File: config.mk
export PLATFORM = sky130hd
export DESIGN_NAME = csr_timer_unit
export DESIGN_NICKNAME = d
export VERILOG_FILES = /design/src/rtl/csr_timer_unit_pkg.sv /design/src/rtl/csr_timer_unit_stable_counter64.sv /design/src/rtl/csr_timer_unit.sv
export SDC_FILE = /design/constraint.sdc
export NUM_CORES = 1
export LEC_CHECK = 0
export BUFFER_PORTS_ARGS = -buffer_cell sky130_fd_sc_hd__clkbuf_2
export CORE_MARGIN = 5
export CORE_UTILIZATION = 55
export DETAILED_ROUTE_END_ITERATION = 10
export PLACE_DENSITY_LB_ADDON = 0.08
export SLEW_MARGIN = 20
export SYNTH_ARGS = -nofsm -noshare
export SYNTH_HDL_FRONTEND = slang
export SYNTH_SLANG_ARGS = --single-unit
File: constraint.sdc
create_clock -name clk -period 4.5 [get_ports clk]
set_input_delay 0.45 -clock clk [delete_from_list [all_inputs] [get_ports clk]]
set_output_delay 0.45 -clock clk [all_outputs]
set_load 0.02 [all_outputs]
File: src/rtl/csr_timer_unit_pkg.sv
// Shared definitions for the CSR timer slice: CSR addresses, field masks and
// the TCFG field layout.
package csr_timer_unit_pkg;

  localparam int TIMESIZE = 12;
  localparam int TI_BIT   = 11;

  localparam logic [13:0] CSR_TID   = 14'h0040;
  localparam logic [13:0] CSR_TCFG  = 14'h0041;
  localparam logic [13:0] CSR_TVAL  = 14'h0042;
  localparam logic [13:0] CSR_TICLR = 14'h0044;

  localparam logic [31:0] TCFG_WM = 32'((64'd1 << (TIMESIZE + 2)) - 64'd1);
  localparam logic [31:0] TID_WM  = 32'hFFFF_FFFF;
  localparam logic [TIMESIZE+1:0] TVAL_RM = {(TIMESIZE + 2){1'b1}};

  typedef struct packed {
    logic [TIMESIZE-1:0] init_val;
    logic                periodic;
    logic                en;
  } tcfg_fields_t;

endpackage

File: src/rtl/csr_timer_unit_stable_counter64.sv
// Free-running 64-bit stable counter, split into 32-bit halves for RDCNTVL/VH.
module stable_counter64 (
  input  logic        clk,
  input  logic        rst,
  output logic [31:0] lo,
  output logic [31:0] hi
);

  logic [63:0] cnt_r;

  // count every cycle, wrapping naturally at 2^64
  always_ff @(posedge clk) begin
    if (rst) begin
      cnt_r <= 64'd0;
    end else begin
      cnt_r <= cnt_r + 64'd1;
    end
  end

  assign lo = cnt_r[31:0];
  assign hi = cnt_r[63:32];

endmodule

File: src/rtl/csr_timer_unit.sv
// Timer CSRs (TCFG/TVAL/TICLR/TID), timer interrupt flag and stable counter,
// sitting beside the main CSR block on the same WB-stage write port.
module csr_timer_unit
  import csr_timer_unit_pkg::*;
#(
  parameter logic [31:0] TID_RESET = 32'h0000_0000
) (
  input  logic        clk,
  input  logic        rst,
  input  logic        csr_we,
  input  logic [13:0] csr_waddr,
  input  logic [31:0] csr_wdata,
  input  logic [13:0] csr_raddr,
  output logic [31:0] csr_rdata,
  output logic        csr_rhit,
  output logic        timer_int,
  output logic [31:0] cnt_lo,
  output logic [31:0] cnt_hi,
  output logic [31:0] tid
);

  localparam int TW = TIMESIZE + 2;
  localparam logic [TW-1:0] TVAL_ONE = TW'(1);
  localparam logic [TIMESIZE-1:0] INIT_ZERO = {TIMESIZE{1'b0}};

  tcfg_fields_t  tcfg_r;
  tcfg_fields_t  tcfg_next_s;
  tcfg_fields_t  tcfg_wdata_s;
  logic [TW-1:0] tval_r;
  logic [TW-1:0] tval_next_s;
  logic          ti_r;
  logic          ti_next_s;
  logic          ti_set_s;
  logic [31:0]   tid_r;
  logic          tcfg_wr_s;
  logic          ticlr_wr_s;
  logic          tid_wr_s;

  assign tcfg_wr_s    = csr_we && (csr_waddr == CSR_TCFG);
  assign ticlr_wr_s   = csr_we && (csr_waddr == CSR_TICLR) && csr_wdata[0];
  assign tid_wr_s     = csr_we && (csr_waddr == CSR_TID);
  assign tcfg_wdata_s = tcfg_fields_t'(csr_wdata[TW-1:0] & TCFG_WM[TW-1:0]);

  // countdown / reload / one-shot expiry and the TI set condition
  always_comb begin
    tcfg_next_s = tcfg_r;
    tval_next_s = tval_r;
    ti_set_s    = 1'b0;
    if (tcfg_wr_s) begin
      // the write overrides TVAL/En, but an expiry this cycle still raises TI
      tcfg_next_s = tcfg_wdata_s;
      tval_next_s = {tcfg_wdata_s.init_val, 2'b00};
      ti_set_s    = (tcfg_r.en && (tval_r == TVAL_ONE)) ||
                    (tcfg_wdata_s.en && (tcfg_wdata_s.init_val == INIT_ZERO));
    end else if (tcfg_r.en) begin
      if (tval_r != {TW{1'b0}}) begin
        tval_next_s = tval_r - TVAL_ONE;
        ti_set_s    = (tval_r == TVAL_ONE);
      end else if (tcfg_r.periodic) begin
        tval_next_s = {tcfg_r.init_val, 2'b00};
        ti_set_s    = (tcfg_r.init_val == INIT_ZERO);
      end else begin
        tcfg_next_s.en = 1'b0;
      end
    end else begin
      tval_next_s = tval_r;
    end
  end

  // set beats clear when both land in the same cycle
  always_comb begin
    ti_next_s = ti_r;
    if (ti_set_s) begin
      ti_next_s = 1'b1;
    end else if (ticlr_wr_s) begin
      ti_next_s = 1'b0;
    end else begin
      ti_next_s = ti_r;
    end
  end

  // timer state registers
  always_ff @(posedge clk) begin
    if (rst) begin
      tcfg_r <= tcfg_fields_t'({TW{1'b0}});
      tval_r <= {TW{1'b0}};
      ti_r   <= 1'b0;
      tid_r  <= TID_RESET;
    end else begin
      tcfg_r <= tcfg_next_s;
      tval_r <= tval_next_s;
      ti_r   <= ti_next_s;
      if (tid_wr_s) begin
        tid_r <= csr_wdata & TID_WM;
      end
    end
  end

  // read mux over registered state only, so a write is not visible until the next cycle
  always_comb begin
    csr_rdata = 32'h0000_0000;
    csr_rhit  = 1'b0;
    case (csr_raddr)
      CSR_TCFG: begin
        csr_rdata = {{(32 - TW){1'b0}}, tcfg_r};
        csr_rhit  = 1'b1;
      end
      CSR_TVAL: begin
        csr_rdata = {{(32 - TW){1'b0}}, tval_r & TVAL_RM};
        csr_rhit  = 1'b1;
      end
      CSR_TICLR: begin
        csr_rdata = 32'h0000_0000;
        csr_rhit  = 1'b1;
      end
      CSR_TID: begin
        csr_rdata = tid_r;
        csr_rhit  = 1'b1;
      end
      default: begin
        csr_rdata = 32'h0000_0000;
        csr_rhit  = 1'b0;
      end
    endcase
  end

  stable_counter64 u_stable_counter (
    .clk (clk),
    .rst (rst),
    .lo  (cnt_lo),
    .hi  (cnt_hi)
  );

  assign timer_int = ti_r;
  assign tid       = tid_r;

endmodule

# Word-level counts from Yosys, hierarchy flattened
# Cells that the tools add are included.
# word_totals
elab_cells	52
mem_bits_rw	0
rom_bits	0
in_bits	63
latchBits	0
mem_count	0
reg_bits	125
# classes
n_lt_le_gt_ge	0
mul	0
div	0
add_sub_neg	2
n_mux	16
n_reduce_logical	18
n_bitwise	0
eq_ne	8
shift	0
# op_table
operator	count
equality test 14 x 7 -> 1 bit (second input constant)	7
case mux 32 bit (3 select lines)	1
adder 64 x 1 -> 64 bit (second input constant)	1
two-way mux 14 bit	4
logical NOT 12 bit	2
equality test 14 x 1 -> 1 bit (second input constant)	1
nonzero test 14 bit	1
subtractor 14 x 1 -> 14 bit (second input constant)	1
two-way mux 1 bit	11
logical AND 1 bit	6
nonzero test 2 bit	3
AND reduction 2 bit	2
OR reduction 4 bit	1
nonzero test 3 bit	1
OR reduction 2 bit	1
logical OR 1 bit	1

# Longest topological paths before layout
# logic_depth
depth_word	6
ltp_mapped	8
ltp_nobuf	7

# Modules after synthesis
# A second synthesis with hierarchy kept.
# unflattened
hier_cells	788
hier_area_um2	6348.6
# modules_own_cells
module	seq_area_each_um2	area_per_inst_um2	n_inst	cells_each
csr_timer_unit	1221.2	3418.3	1	445
stable_counter64	1281.2	2930.3	1	343

# Worst setup path after synthesis
# Ideal clock, no wire load.
# synth_timing
kind	input port to output port
startpoint	input csr_raddr[10]
endpoint	output csr_rdata[15]
required_ns	4.050
t_arrival_ns	2.119
path_buffers	2
setup_slack_ns	1.931
path_stages	7
cell_sequence	nor4b_1 > nand3_1 > or2_2 > clkbuf_1 > nor3_1 > clkbuf_1 > and2_1
# synth_between
elab_chain_cells	2
# synth_lines
element	line	text
start: declaration	csr_timer_unit.sv:13	input logic [13:0] csr_raddr,
equality test 14 x 7 -> 1 bit	csr_timer_unit.sv:103	case (csr_raddr)
case mux 32 bit (3 select lines) *	csr_timer_unit.sv:103	
end: declaration	csr_timer_unit.sv:14	output logic [31:0] csr_rdata,
# Every way passes the cells marked *; elsewhere a longest branch is shown, timed or not.

# Final worst setup path
# layout_timing
startpoint	register tval_r[0]
endpoint	register tval_r[2]
# layout_between
elab_chain_cells	4
# layout_lines
element	line	text
start: declaration	csr_timer_unit.sv:29	logic [TW-1:0] tval_r;
start signal: assignment	csr_timer_unit.sv:86	tval_r <= {TW{1'b0}};
start signal: assignment	csr_timer_unit.sv:91	tval_r <= tval_next_s;
subtractor 14 x 1 -> 14 bit or nonzero test 14 bit (tied branches)	csr_timer_unit.sv:57, csr_timer_unit.sv:56	
two-way mux 14 bit	csr_timer_unit.sv:56	if (tval_r != {TW{1'b0}}) begin
two-way mux 14 bit	csr_timer_unit.sv:55	end else if (tcfg_r.en) begin
two-way mux 14 bit	csr_timer_unit.sv:49	if (tcfg_wr_s) begin
# Parallel ways exist; a longest one is shown, timed or not. The select of a mux whose other input is x is not followed.
# A chain may end at the register's enable or synchronous reset.

==> reports/qor_table.md <==
| Result | Value | Unit |
|---|---|---|
| Multi-input combinational cell area | 3740 | um2 |
| Top FF cell, synth | dfxtp_1 | - |
| Inserted Clock Buffers | 17 | - |
| Die Footprint | 14100 | um2 |
| Max rail drop VDD | 0.382 | mV |
| Hold-fix buffers at CTS | 0 | - |
| Vias/cell | 5.89 | - |
| Aggregate negative setup slack | 0 | ps |
| Footprint of the flip-flops and latches | 2500 | um2 |
| Cell depth of the worst setup path | 7 | - |
| TritonCTS clock tree | built | - |
| Area of the mapped netlist | 6480 | um2 |
| Sort of element at the start of the critical path | flip-flop | - |
| Detailed-route wire length | 19.5 | mm |
| Source-to-sink clock delay at the later pin of the worst-skew pair | 410 | ps |
| Total leakage power | 3.18 | nW |
| CTS root buffer | clkbuf_16 | - |
| Initial cell density of the core | 0.565 | - |
| Number of warnings reported in the yosys synthesis log | 0 | - |
| Maximum operating frequency | 376 | MHz |
| Sink count of the clock tree | 125 | - |
| Final period utilization | 0.591 | - |
| Mean post-synth cell area | 7.91 | um2 |
| Net count reported at finish | 1054 | - |
| Post-route non-filler standard cell count | 1143 | - |
| Power density over the cells | 323 | nW/um2 |
| Site row count | 39 | - |
| Vias | 6736 | - |
| Family with the most delay on the worst path | simple AND/OR/NAND/NOR gates | - |
| Filler cells | 949 | - |
| Signal arrival time at the worst endpoint | 2910 | ps |
| Setup crit end kind | flip-flop | - |
| Die Width | 119 | um |
| CTS H-tree depth | 4 | - |
| Worst Path Required | 4750 | ps |
| Pin count of the biggest net entering global routing | 101 | - |
| Number of buffers and inverters on the critical path | 1 | - |
| Final Hold Fails | 0 | - |
| Slew Limit Fails | 0 | - |
| Synth cell types | 65 | - |
| Io pins | 193 | - |
| Antenna cell count | 0 | - |
| Top post-synthesis cells by area | dfxtp_1 39%, a21oi_1 7.8%, nand2_1 7.5%, nor2_1 5.2%, xor2_1 3.6% | - |
| RSZ-0062 raised after global routing | no | - |
| Worst hold path cell count | 3 | - |
| Global-route usage over all layers | 0.271 | - |
| Biggest cell delay along the critical path | 620 | ps |
| Synth async-reset ratio | 0 | - |
| Port-buffer cells | 192 | - |
| Worst setup skew after layout | 9.72 | ps |
| Die height | 119 | um |
| Min cycle time layout | 2660 | ps |
| Starting DRT DRC Count | 498 | - |
| Master of the slowest instance on the critical path | nand4_1 | - |
| Area fraction of the dominant cell type after synthesis | 0.386 | - |
| Most frequent cell after synthesis | nand2_1 | - |
| Worst setup path category | flip-flop to flip-flop | - |
| Antenna violations before repair | 0 | - |
| Routed wire per std cell | 17.1 | um |
| Post-Synthesis Net Count | 886 | - |
| Max cap viols | 0 | - |
| Global placement routability congestion | 0.925 | - |
| Most frequent cells after synthesis | 130 x nand2_1, 125 x dfxtp_1, 101 x a21oi_1 | - |
| Critical path fanouts, max | 14 | - |
| R2R depth | 7 | - |
| Kind of path behind the tightest hold check | input pin to flip-flop | - |
| Worst-path cell chain | inv_1 -> ha_1 -> nor3b_1 -> nand4_1 -> or3_1 -> o211ai_1 -> a21oi_1 | - |
| Remaining number of nets flagged by the antenna check after routing | 0 | - |
| Share of final-layout standard cells stronger than drive strength 1 | 0.249 | - |
| WHS | 258 | ps |
| Detailed Routing Iterations Pass 1 | 5 | - |
| Clock transition at the register clock pins on the worst setup and hold paths after CTS | 60 | ps |
| Sequential element share of the synthesized area | 0.386 | - |
| Max clock buf depth | 2 | - |
| Number of instances in the synthesized netlist | 819 | - |
| Remaining global-route overflow | 0 | - |
| Resized cells post-CTS | 0 | - |
| DP Wirelength | 13.9 | mm |
| Number of global-route vias before repair | 6305 | - |
| Final setup violation count | 0 | - |
| Layout Area Growth over Synthesis | 24.6 | % |
| Wire length of the first global-routing pass | 31.7 | mm |
| DRC viols | 0 | - |
| Run status | finished, final reports clean | - |
| Slew Limit Headroom | 0.304 | - |
| Number of buffers added for setup after CTS | 0 | - |
| DP Cell Count | 1111 | - |
| Core box area | 11500 | um2 |
| Dominant cell type by area after synthesis | dfxtp_1 | - |
| Count of flip-flops with a built-in enable after synthesis | 0 | - |
| Measured slew at the worst slew-check pin | 1040 | ps |
| Number of register bits inferred by synthesis | 125 | - |
sequential cells by signal (all words and copies together), names as in the netlist:
signal and flops:
tcfg_r 14, tval_r 14, u_stable_counter.cnt_r 64, timer_int 1
tid 32
cell families (layout without fill, tap and decap cells):
kind of cell,count (synthesis),count (layout),synth area share
AND/OR/NAND/NOR,415,415,0.338
AO/OA/AOI/OAI,166,166,0.157
flip-flops,125,125,0.386
buffers and inverters,57,238,0.0376
XOR/XNOR,36,36,0.0487
multiplexers,15,15,0.0234
adder cells (fa/ha/maj),5,5,0.00927
worst register-to-register path, stage by stage, from the launching register on:
cell	delay, ps
dfxtp_1	360
inv_1	140
ha_1	260
nor3b_1	360
nand4_1	620
or3_1	560
o211ai_1	110
a21oi_1	90
worst paths after layout:
| check | startpoint | endpoint | slack (ps) |
|---|---|---|---|
| hold reg to reg | tid[27]$_SDFFE_PP0P_ | tid[27]$_SDFFE_PP0P_ | 470 |
| hold / removal | csr_wdata[25] | tid[25]$_SDFFE_PP0P_ | 260 |
| setup reg to reg | tval_r[0]$_SDFFE_PP0P_ | tval_r[2]$_SDFFE_PP0P_ | 1840 |
| setup / recovery | tval_r[0]$_SDFFE_PP0P_ | tval_r[2]$_SDFFE_PP0P_ | 1840 |
power breakdown:
group,internal (mW),switching (mW)
clock,0.917,0.494
sequential,1.11,0.00311
combinational,0.0304,0.0499
total,2.06,0.547
placed cells by master, fill, tap and decap left out, types with 6 or more instances in the layout:
master,instances
clkbuf_2,191
nand2_1,130
dfxtp_1,125
a21oi_1,101
nor2_1,89
nand4_1,34
nand3_1,30
xor2_1,27
and2_1,23
o31ai_1,22
or4_1,20
clkbuf_16,17
nor3_1,16
mux2i_1,14
nor4_1,10
inv_1,9
o21ai_0,9
xnor2_1,9
or3_1,8
and3_1,7
buf_4,6
metal layers:
| layer | track usage | vias up | share of wire | routed length, um |
|---|---|---|---|---|
| li1 | - | 3272 | - | - |
| met1 | 0.372 | 3105 | 0.44 | 8610 |
| met2 | 0.395 | 334 | 0.44 | 8510 |
| met3 | 0.0998 | 25 | 0.11 | 2130 |
| met4 | 0.0879 | 0 | 0.014 | 280 |
| met5 | 0 | - | 0 | 0 |
through the flow:
step / total power [mW] / utilization / setup slack [ps] / cell area [um2]
after detailed placement: 1.22 / 0.650 / 1660 / 7450
final: 2.60 / 0.704 / 1840 / 8070
after global routing: 2.68 / 0.704 / 1630 / 8070
after floorplan: 1.17 / - / 1930 / 6480
after global placement: 1.22 / 0.650 / 1780 / 7450
after CTS: 2.61 / 0.703 / 1810 / 8070
cell type report:
class                           instances  area share
Clock buffer                           23      0.0592
Clock inverter                          9      0.0166
Inverter                                9     0.00418
Multi-Input combinational cell        637       0.464
Sequential cell                       125       0.310
Tap cell                              143      0.0222
Timing Repair Buffer                  197       0.124
Note: power is estimated with default switching activity, not from simulation.
